## config.mk

```make
export PLATFORM = sky130hd
export DESIGN_NAME = hdlc_tx_ctrl
export DESIGN_NICKNAME = d
export VERILOG_FILES = /design/src/rtl/hdlc_pkg.sv /design/src/rtl/hdlc_bitstuff.sv /design/src/rtl/hdlc_tx_ctrl.sv
export SDC_FILE = /design/constraint.sdc
export NUM_CORES = 1
export LEC_CHECK = 0
export CORE_ASPECT_RATIO = 0.8
export CORE_MARGIN = 3
export CORE_UTILIZATION = 50
export DETAILED_ROUTE_END_ITERATION = 8
export MAX_ROUTING_LAYER = met4
export PLACE_DENSITY = 0.75
export SYNTH_ARGS = -nofsm -noshare
export SYNTH_HDL_FRONTEND = slang
export SYNTH_SLANG_ARGS = --single-unit
```

## constraint.sdc

```tcl
create_clock -name clk_i -period 2.6 [get_ports clk_i]
set_clock_uncertainty 0.2 [all_clocks]
set_input_delay 0.52 -clock clk_i [delete_from_list [all_inputs] [get_ports clk_i]]
set_output_delay 0.52 -clock clk_i [all_outputs]
set_load 0.005 [all_outputs]
```

## src/rtl/hdlc_pkg.sv

```systemverilog
// Shared types and constants for the HDLC transmit path.
// Holds the controller state encoding, the flag pattern and the zero-insertion run limit.
package hdlc_pkg;

    typedef enum logic [2:0] {
        ST_IDLE  = 3'd0,
        ST_OFLAG = 3'd1,
        ST_DATA  = 3'd2,
        ST_CFLAG = 3'd3,
        ST_ABORT = 3'd4
    } tx_state_t;

    localparam logic [7:0] FLAG        = 8'h7E;
    localparam logic [2:0] STUFF_LIMIT = 3'd5;

    // True when emitting bit_val on top of a run of `ones` forces a stuffed zero next.
    function automatic logic stuff_after(input logic [2:0] ones, input logic bit_val);
        return bit_val && (ones == STUFF_LIMIT - 3'd1);
    endfunction

endpackage

```

## src/rtl/hdlc_bitstuff.sv

```systemverilog
// Consecutive-ones tracker for HDLC zero-bit insertion.
// stuff_req is high once STUFF_LIMIT data ones have gone out back to back.
module hdlc_bitstuff
    import hdlc_pkg::*;
(
    input  logic       clk,
    input  logic       rst_n,
    input  logic       clr,
    input  logic       shift,
    input  logic       bit_val,
    output logic [2:0] ones_cnt,
    output logic       stuff_req
);

    always_ff @(posedge clk or negedge rst_n) begin
        if (!rst_n) begin
            ones_cnt <= 3'd0;
        end else if (clr) begin
            ones_cnt <= 3'd0;
        end else if (shift) begin
            if (!bit_val) begin
                ones_cnt <= 3'd0;
            end else if (ones_cnt != STUFF_LIMIT) begin
                ones_cnt <= ones_cnt + 3'd1;
            end
        end
    end

    assign stuff_req = (ones_cnt == STUFF_LIMIT);

endmodule

```

## src/rtl/hdlc_tx_ctrl.sv

```systemverilog
// HDLC transmit frame controller: opening flag, LSB-first stuffed payload, closing flag or abort.
// Byte intake is valid/ready: a byte moves into the holding register on any cycle where byte_valid_i && byte_rdy_o.
module hdlc_tx_ctrl
    import hdlc_pkg::*;
#(
    parameter int ABORT_LEN = 8
) (
    input  logic       clk_i,
    input  logic       rst_n_i,
    input  logic       txen_i,
    input  logic       txclk_en_i,
    input  logic       start_i,
    input  logic       abort_i,
    input  logic [7:0] byte_i,
    input  logic       byte_last_i,
    input  logic       byte_valid_i,
    output logic       byte_rdy_o,
    output logic       tx_o,
    output logic       frame_o,
    output logic       busy_o,
    output logic       txdone_o,
    output logic       abortframe_o,
    output logic [2:0] dbg_state
);

    localparam int ACW = $clog2(ABORT_LEN);
    localparam logic [ACW-1:0] ABORT_LAST = ACW'(ABORT_LEN - 1);

    tx_state_t      state, state_n;
    logic [7:0]     shifter, shifter_n;
    logic [2:0]     bit_cnt, bit_cnt_n;
    logic [7:0]     hold_data, hold_data_n;
    logic           hold_last, hold_last_n;
    logic           hold_full, hold_full_n;
    logic           cur_last, cur_last_n;
    logic           last_seen, last_seen_n;
    logic           tail, tail_n;
    logic [ACW-1:0] abort_cnt, abort_cnt_n;
    logic           tx_n, frame_n, txdone_n, abortframe_n, rdy_n, busy_n;

    logic           ones_clr, ones_shift, ones_bit;
    logic [2:0]     ones_cnt;
    logic           stuff_req;
    logic           abort_req;

    hdlc_bitstuff u_bitstuff (
        .clk       (clk_i),
        .rst_n     (rst_n_i),
        .clr       (ones_clr),
        .shift     (ones_shift),
        .bit_val   (ones_bit),
        .ones_cnt  (ones_cnt),
        .stuff_req (stuff_req)
    );

    assign abort_req = abort_i &&
                       ((state == ST_OFLAG) || (state == ST_DATA) || (state == ST_CFLAG));
    assign dbg_state = state;

    always_comb begin
        state_n      = state;
        shifter_n    = shifter;
        bit_cnt_n    = bit_cnt;
        hold_data_n  = hold_data;
        hold_last_n  = hold_last;
        hold_full_n  = hold_full;
        cur_last_n   = cur_last;
        last_seen_n  = last_seen;
        tail_n       = tail;
        abort_cnt_n  = abort_cnt;
        tx_n         = tx_o;
        frame_n      = frame_o;
        txdone_n     = 1'b0;
        abortframe_n = 1'b0;
        ones_clr     = 1'b0;
        ones_shift   = 1'b0;
        ones_bit     = 1'b0;

        if (byte_rdy_o && byte_valid_i) begin
            hold_data_n = byte_i;
            hold_last_n = byte_last_i;
            hold_full_n = 1'b1;
            if (byte_last_i) begin
                last_seen_n = 1'b1;
            end
        end

        if (!txen_i) begin
            state_n     = ST_IDLE;
            tx_n        = 1'b1;
            frame_n     = 1'b0;
            hold_full_n = 1'b0;
            hold_last_n = 1'b0;
            cur_last_n  = 1'b0;
            last_seen_n = 1'b0;
            tail_n      = 1'b0;
            bit_cnt_n   = 3'd0;
            abort_cnt_n = '0;
            ones_clr    = 1'b1;
        end else if (abort_req) begin
            state_n     = ST_ABORT;
            hold_full_n = 1'b0;
            hold_last_n = 1'b0;
            cur_last_n  = 1'b0;
            tail_n      = 1'b0;
            abort_cnt_n = '0;
            ones_clr    = 1'b1;
            // A strobe landing on the abort request already carries the first abort one.
            if (txclk_en_i) begin
                tx_n        = 1'b1;
                frame_n     = 1'b1;
                abort_cnt_n = ACW'(1);
            end
        end else begin
            case (state)
                ST_IDLE: begin
                    // Return to mark on a bit boundary so the last flag bit keeps its full width.
                    if (txclk_en_i) begin
                        tx_n = 1'b1;
                    end
                    if (start_i) begin
                        state_n     = ST_OFLAG;
                        bit_cnt_n   = 3'd0;
                        hold_full_n = 1'b0;
                        hold_last_n = 1'b0;
                        cur_last_n  = 1'b0;
                        last_seen_n = 1'b0;
                        tail_n      = 1'b0;
                        ones_clr    = 1'b1;
                    end
                end

                ST_OFLAG: begin
                    if (txclk_en_i) begin
                        tx_n      = FLAG[bit_cnt];
                        frame_n   = 1'b1;
                        ones_clr  = 1'b1;
                        bit_cnt_n = bit_cnt + 3'd1;
                        if (bit_cnt == 3'd7) begin
                            if (hold_full) begin
                                state_n     = ST_DATA;
                                shifter_n   = hold_data;
                                cur_last_n  = hold_last;
                                hold_full_n = 1'b0;
                            end else begin
                                state_n     = ST_ABORT;
                                abort_cnt_n = '0;
                            end
                        end
                    end
                end

                ST_DATA: begin
                    if (txclk_en_i) begin
                        frame_n = 1'b1;
                        if (stuff_req) begin
                            // Inserted zero: shifter and bit counter hold.
                            tx_n     = 1'b0;
                            ones_clr = 1'b1;
                            if (tail) begin
                                state_n = ST_CFLAG;
                                tail_n  = 1'b0;
                            end
                        end else begin
                            tx_n       = shifter[0];
                            shifter_n  = {1'b0, shifter[7:1]};
                            ones_shift = 1'b1;
                            ones_bit   = shifter[0];
                            bit_cnt_n  = bit_cnt + 3'd1;
                            if (bit_cnt == 3'd7) begin
                                if (cur_last) begin
                                    // A pending stuff bit after the final data bit precedes the flag.
                                    if (stuff_after(ones_cnt, shifter[0])) begin
                                        tail_n = 1'b1;
                                    end else begin
                                        state_n = ST_CFLAG;
                                    end
                                end else if (hold_full) begin
                                    shifter_n   = hold_data;
                                    cur_last_n  = hold_last;
                                    hold_full_n = 1'b0;
                                end else begin
                                    state_n     = ST_ABORT;
                                    abort_cnt_n = '0;
                                    ones_clr    = 1'b1;
                                    ones_shift  = 1'b0;
                                end
                            end
                        end
                    end
                end

                ST_CFLAG: begin
                    if (txclk_en_i) begin
                        tx_n      = FLAG[bit_cnt];
                        ones_clr  = 1'b1;
                        bit_cnt_n = bit_cnt + 3'd1;
                        if (bit_cnt == 3'd7) begin
                            state_n  = ST_IDLE;
                            frame_n  = 1'b0;
                            txdone_n = 1'b1;
                        end else begin
                            frame_n = 1'b1;
                        end
                    end
                end

                ST_ABORT: begin
                    if (txclk_en_i) begin
                        tx_n = 1'b1;
                        if (abort_cnt == ABORT_LAST) begin
                            state_n      = ST_IDLE;
                            frame_n      = 1'b0;
                            abortframe_n = 1'b1;
                            abort_cnt_n  = '0;
                        end else begin
                            frame_n     = 1'b1;
                            abort_cnt_n = abort_cnt + ACW'(1);
                        end
                    end
                end

                default: begin
                    state_n = ST_IDLE;
                end
            endcase
        end

        rdy_n  = ((state_n == ST_OFLAG) || (state_n == ST_DATA)) && !hold_full_n && !last_seen_n;
        busy_n = (state_n != ST_IDLE);
    end

    always_ff @(posedge clk_i or negedge rst_n_i) begin
        if (!rst_n_i) begin
            state        <= ST_IDLE;
            shifter      <= 8'h00;
            bit_cnt      <= 3'd0;
            hold_data    <= 8'h00;
            hold_last    <= 1'b0;
            hold_full    <= 1'b0;
            cur_last     <= 1'b0;
            last_seen    <= 1'b0;
            tail         <= 1'b0;
            abort_cnt    <= '0;
            tx_o         <= 1'b1;
            frame_o      <= 1'b0;
            busy_o       <= 1'b0;
            txdone_o     <= 1'b0;
            abortframe_o <= 1'b0;
            byte_rdy_o   <= 1'b0;
        end else begin
            state        <= state_n;
            shifter      <= shifter_n;
            bit_cnt      <= bit_cnt_n;
            hold_data    <= hold_data_n;
            hold_last    <= hold_last_n;
            hold_full    <= hold_full_n;
            cur_last     <= cur_last_n;
            last_seen    <= last_seen_n;
            tail         <= tail_n;
            abort_cnt    <= abort_cnt_n;
            tx_o         <= tx_n;
            frame_o      <= frame_n;
            busy_o       <= busy_n;
            txdone_o     <= txdone_n;
            abortframe_o <= abortframe_n;
            byte_rdy_o   <= rdy_n;
        end
    end

endmodule

```

==> run_results.csv, run 1 <==
group,metric,value,unit
floorplanning,fp.dieW,82.77,um
yosys,synth_nets,271,
setup_path,critical_path_required,2.61,ns
detailed_routing,wl,5828,um
timing,period_minus_slack,2.521,ns
timing,timing.slew.headroom,0.4166,
clock_tree,cts_tree,"yes",
detailed_routing,drtIter0Drc,245,
floorplanning,start_util,0.5404,
placed_design,place_area,0.002764,sq mm
yosys,syn-cell-area,0.002357,sq mm
clock_tree,clk_latency,0.29,ns
final_layout,fillers,389,
floorplanning,die_h,67.42,um
setup_path,crit_path_top_delay_cell,"or4b_1",
timing,finalHoldViolations,0,
timing,finalSetupTns,0,ns
yosys,synth_area_leaders,"dfrtp_1 (40%), mux2i_1 (5.5%), nand2_1 (4.5%), ha_1 (4.2%), mux2_2 (3.8%)",
setup_path,cp-start-kind,"register",
yosys,yosys.cell_types.count,57,
floorplanning,core_area,0.004362,sq mm
timing,worstMarginPinSlew,0.8752,ns
power,cellPowerDensity,532.3,mW/mm^2
timing,maxSlewViolCount,0,
placed_design,dpl_worst_slack,-0.08719,ns
yosys,synth_edf_count,0,
yosys,yosys_register_bits,39,
detailed_routing,wl_per_cell,16.80,um
placed_design,detailed_place_hpwl,4318,um
final_layout,drive_gt1_frac,0.1931,
placed_design,io_buffers,24,
grt,grt_usage,0.2342,
detailed_routing,drcViolationCount,0,
detailed_routing,ant_nets,0,
clock_tree,cts.path.max_buffers,2,
timing,setup_ws,0.07865,ns
power,p_leak,0.001210,uW
detailed_routing,avgViaCountPerCell,5.914,
yosys,synth_area_leader_cell,"dfrtp_1",
final_layout,fin_util,0.6595,
floorplanning,design.die.area,0.005580,sq mm
yosys,synth_ff_type,"dfrtp_1",
clock_tree,cts_root_buf,"clkbuf_8",
final_layout,areaGrowthSynthToFinish,22.03,%
clock_tree,clk_pin_slew,0.08,ns
detailed_routing,dr.pass1.iters,5,
clock_tree,clock-sinks,39,
yosys,synthMuxAreaShare,0.1030,
clock_tree,post_cts_resized,0,
status,status,"finished clean",
yosys,yosys.area_share.simple,0.1794,
yosys,synth_top_family_by_area,"compound AO/OA/AOI/OAI gates",
yosys,async_flop_share,1.000,
yosys,yosys_warnings,0,
floorplanning,rows,21,
timing,fmax,396.6,MHz
grt,grt_max_degree,40,
yosys,synth-seq-area-share,0.4145,
grt,grt_pass1_wl,9611,um
flow_run,drv_cap,0,
final_layout,diodes,0,
final_layout,nets,313,
setup_path,cpMostUsedCell,"ha_1",
final_layout,layout_commonest_cell,"dfrtp_1",
power,p_total,1531,uW
min_path,hold_path.class,"primary input to asynchronous set/reset pin",
clock_tree,postCtsSetupBuffers,0,
yosys,syn_inst,247,
timing,rsz0062_at_grt,"false",
power,ir_worst_vdd,345.9,uV
grt,grt_overflow,0,
final_layout,final_cell_mix,"dfrtp_1 (38), nand2_1 (28), buf_4 (28)",
setup_path,path_class,"register to register",
setup_path,max_stage_delay,0.52,ns
yosys,synth-xor-area-share,0,
yosys,synth_compound_area_frac,0.1916,
timing,setup_viol,0,
final_layout,fin_area,0.002877,sq mm
placed_design,place_congestion,0.9566,
detailed_routing,num_vias,2052,
setup_path,arrival,2.53,ns
clock_tree,hold_buffers,0,
grt,grt_pass1_vias,1943,
setup_path,r2r_cells,7,
setup_path,cp-end-kind,"register",
setup_path,critPathMaxFanout,4,
yosys,synth_top_cell_area_share,0.4034,
clock_tree,htreeDepth,2,
grt,antenna_found_initial,0,
yosys,postSynthAreaPerCell,9.544,sq um
clock_tree,cts_made_buffers,5,
yosys,synth_fa_ha_area_frac,0.04246,
floorplanning,ioPinCount,25,
timing,min_period_over_period,0.9698,
setup_path,crit_chain,"ha_1, ha_1, nor3b_4, nand2b_4, or3_4, or4b_1, a21oi_1",
## state kept, by name, summed over array words and instances (netlist names), 3 cells and up
register / cells
hold_data: 8
shifter: 8
abort_cnt: 3
bit_cnt: 3
dbg_state: 3
u_bitstuff.ones_cnt: 3
## report_power, final
part           switching (uW)  total [uW]  internal, uW  leakage (uW)
sequential               40.7         710           670      0.000520
combinational             152         316           163      0.000631
clock                     220         505           286     0.0000581
## worst max-delay path: cells and delay by family (launching register included)
kind | cells | cell delay (ns)
fa+ha+maj | 2 | 0.48
flops | 1 | 0.42
simple gates | 4 | 1.21
compound gates | 1 | 0.14
## layer usage
metal,track usage,share of wire,vias up
met5,-,0,-
met4,0.05918,0.0070,0
met3,0.05600,0.075,4
met2,0.3160,0.42,81
met1,0.3502,0.50,989
li1,-,-,978
## Yosys cell counts, types with 2 or more instances
cell type	instances
nand4_1	4
a31oi_1	2
buf_2	6
a22oi_1	2
nor3_1	5
o22ai_1	2
inv_1	14
and3_2	2
nor2_1	14
nand3_1	4
a21oi_1	16
o21bai_1	2
mux2_2	8
buf_6	2
mux2i_1	13
clkbuf_8	2
nor4_1	3
dfrtp_1	38
ha_1	8
nor2b_1	4
a211oi_1	3
and2_1	2
o21ai_1	9
mux2_1	2
a311oi_1	2
o21ai_0	9
or3_1	2
clkbuf_1	6
nand2_1	28
a21boi_0	3
nand2b_1	4
## kinds of logic (layout without fill, tap and decap cells)
| group | after synthesis | count (layout) |
|---|---|---|
| fa+ha+maj | 8 | 8 |
| simple gates | 80 | 80 |
| mux | 23 | 23 |
| buf+inv | 31 | 74 |
| compound gates | 66 | 66 |
| flops | 39 | 39 |
## area by class of cell
cell class / instances / area, sq um / area share
inverter: 14 / 52.55 / 0.01827
multi-input combinational: 177 / 1217 / 0.4232
clock buffer: 5 / 68.82 / 0.02392
tap: 57 / 71.32 / 0.02479
timing repair buffer: 52 / 445.4 / 0.1548
sequential: 39 / 977.2 / 0.3397
clock inverter: 3 / 43.79 / 0.01522
## worst paths after layout
path | endpoint | start | slack, ns
max reg2reg | u_bitstuff.ones_cnt[2] | bit_cnt[0] | 0.08
max | u_bitstuff.ones_cnt[2] | bit_cnt[0] | 0.08
max in group asynchronous | shifter[3] | rst_n_i | 1.51
min reg2reg | shifter[6] | shifter[6] | 0.29
min | bit_cnt[2] | rst_n_i | 0.14
min in group clk_i | shifter[6] | shifter[6] | 0.29
## per-stage QoR
| stage | instances | hold WS (ns) |
|---|---|---|
| finish | 347 | 0.1416 |
| CTS | 347 | 0.1738 |
| detailed placement | 339 | 0.2764 |
| global placement | 339 | 0.2676 |
| global route | 347 | 0.2045 |
| floorplan | 247 | 0.02441 |
(Power assumes the default switching activity.)
==> inputs of run 2 (changes only) <==
HOLD_SLACK_MARGIN = 0.08   (was not set)
SKIP_LAST_GASP = 1   (was not set)
==> results of run 2 <==
The final DEF is identical to that of run 1; final timing and power are the same.
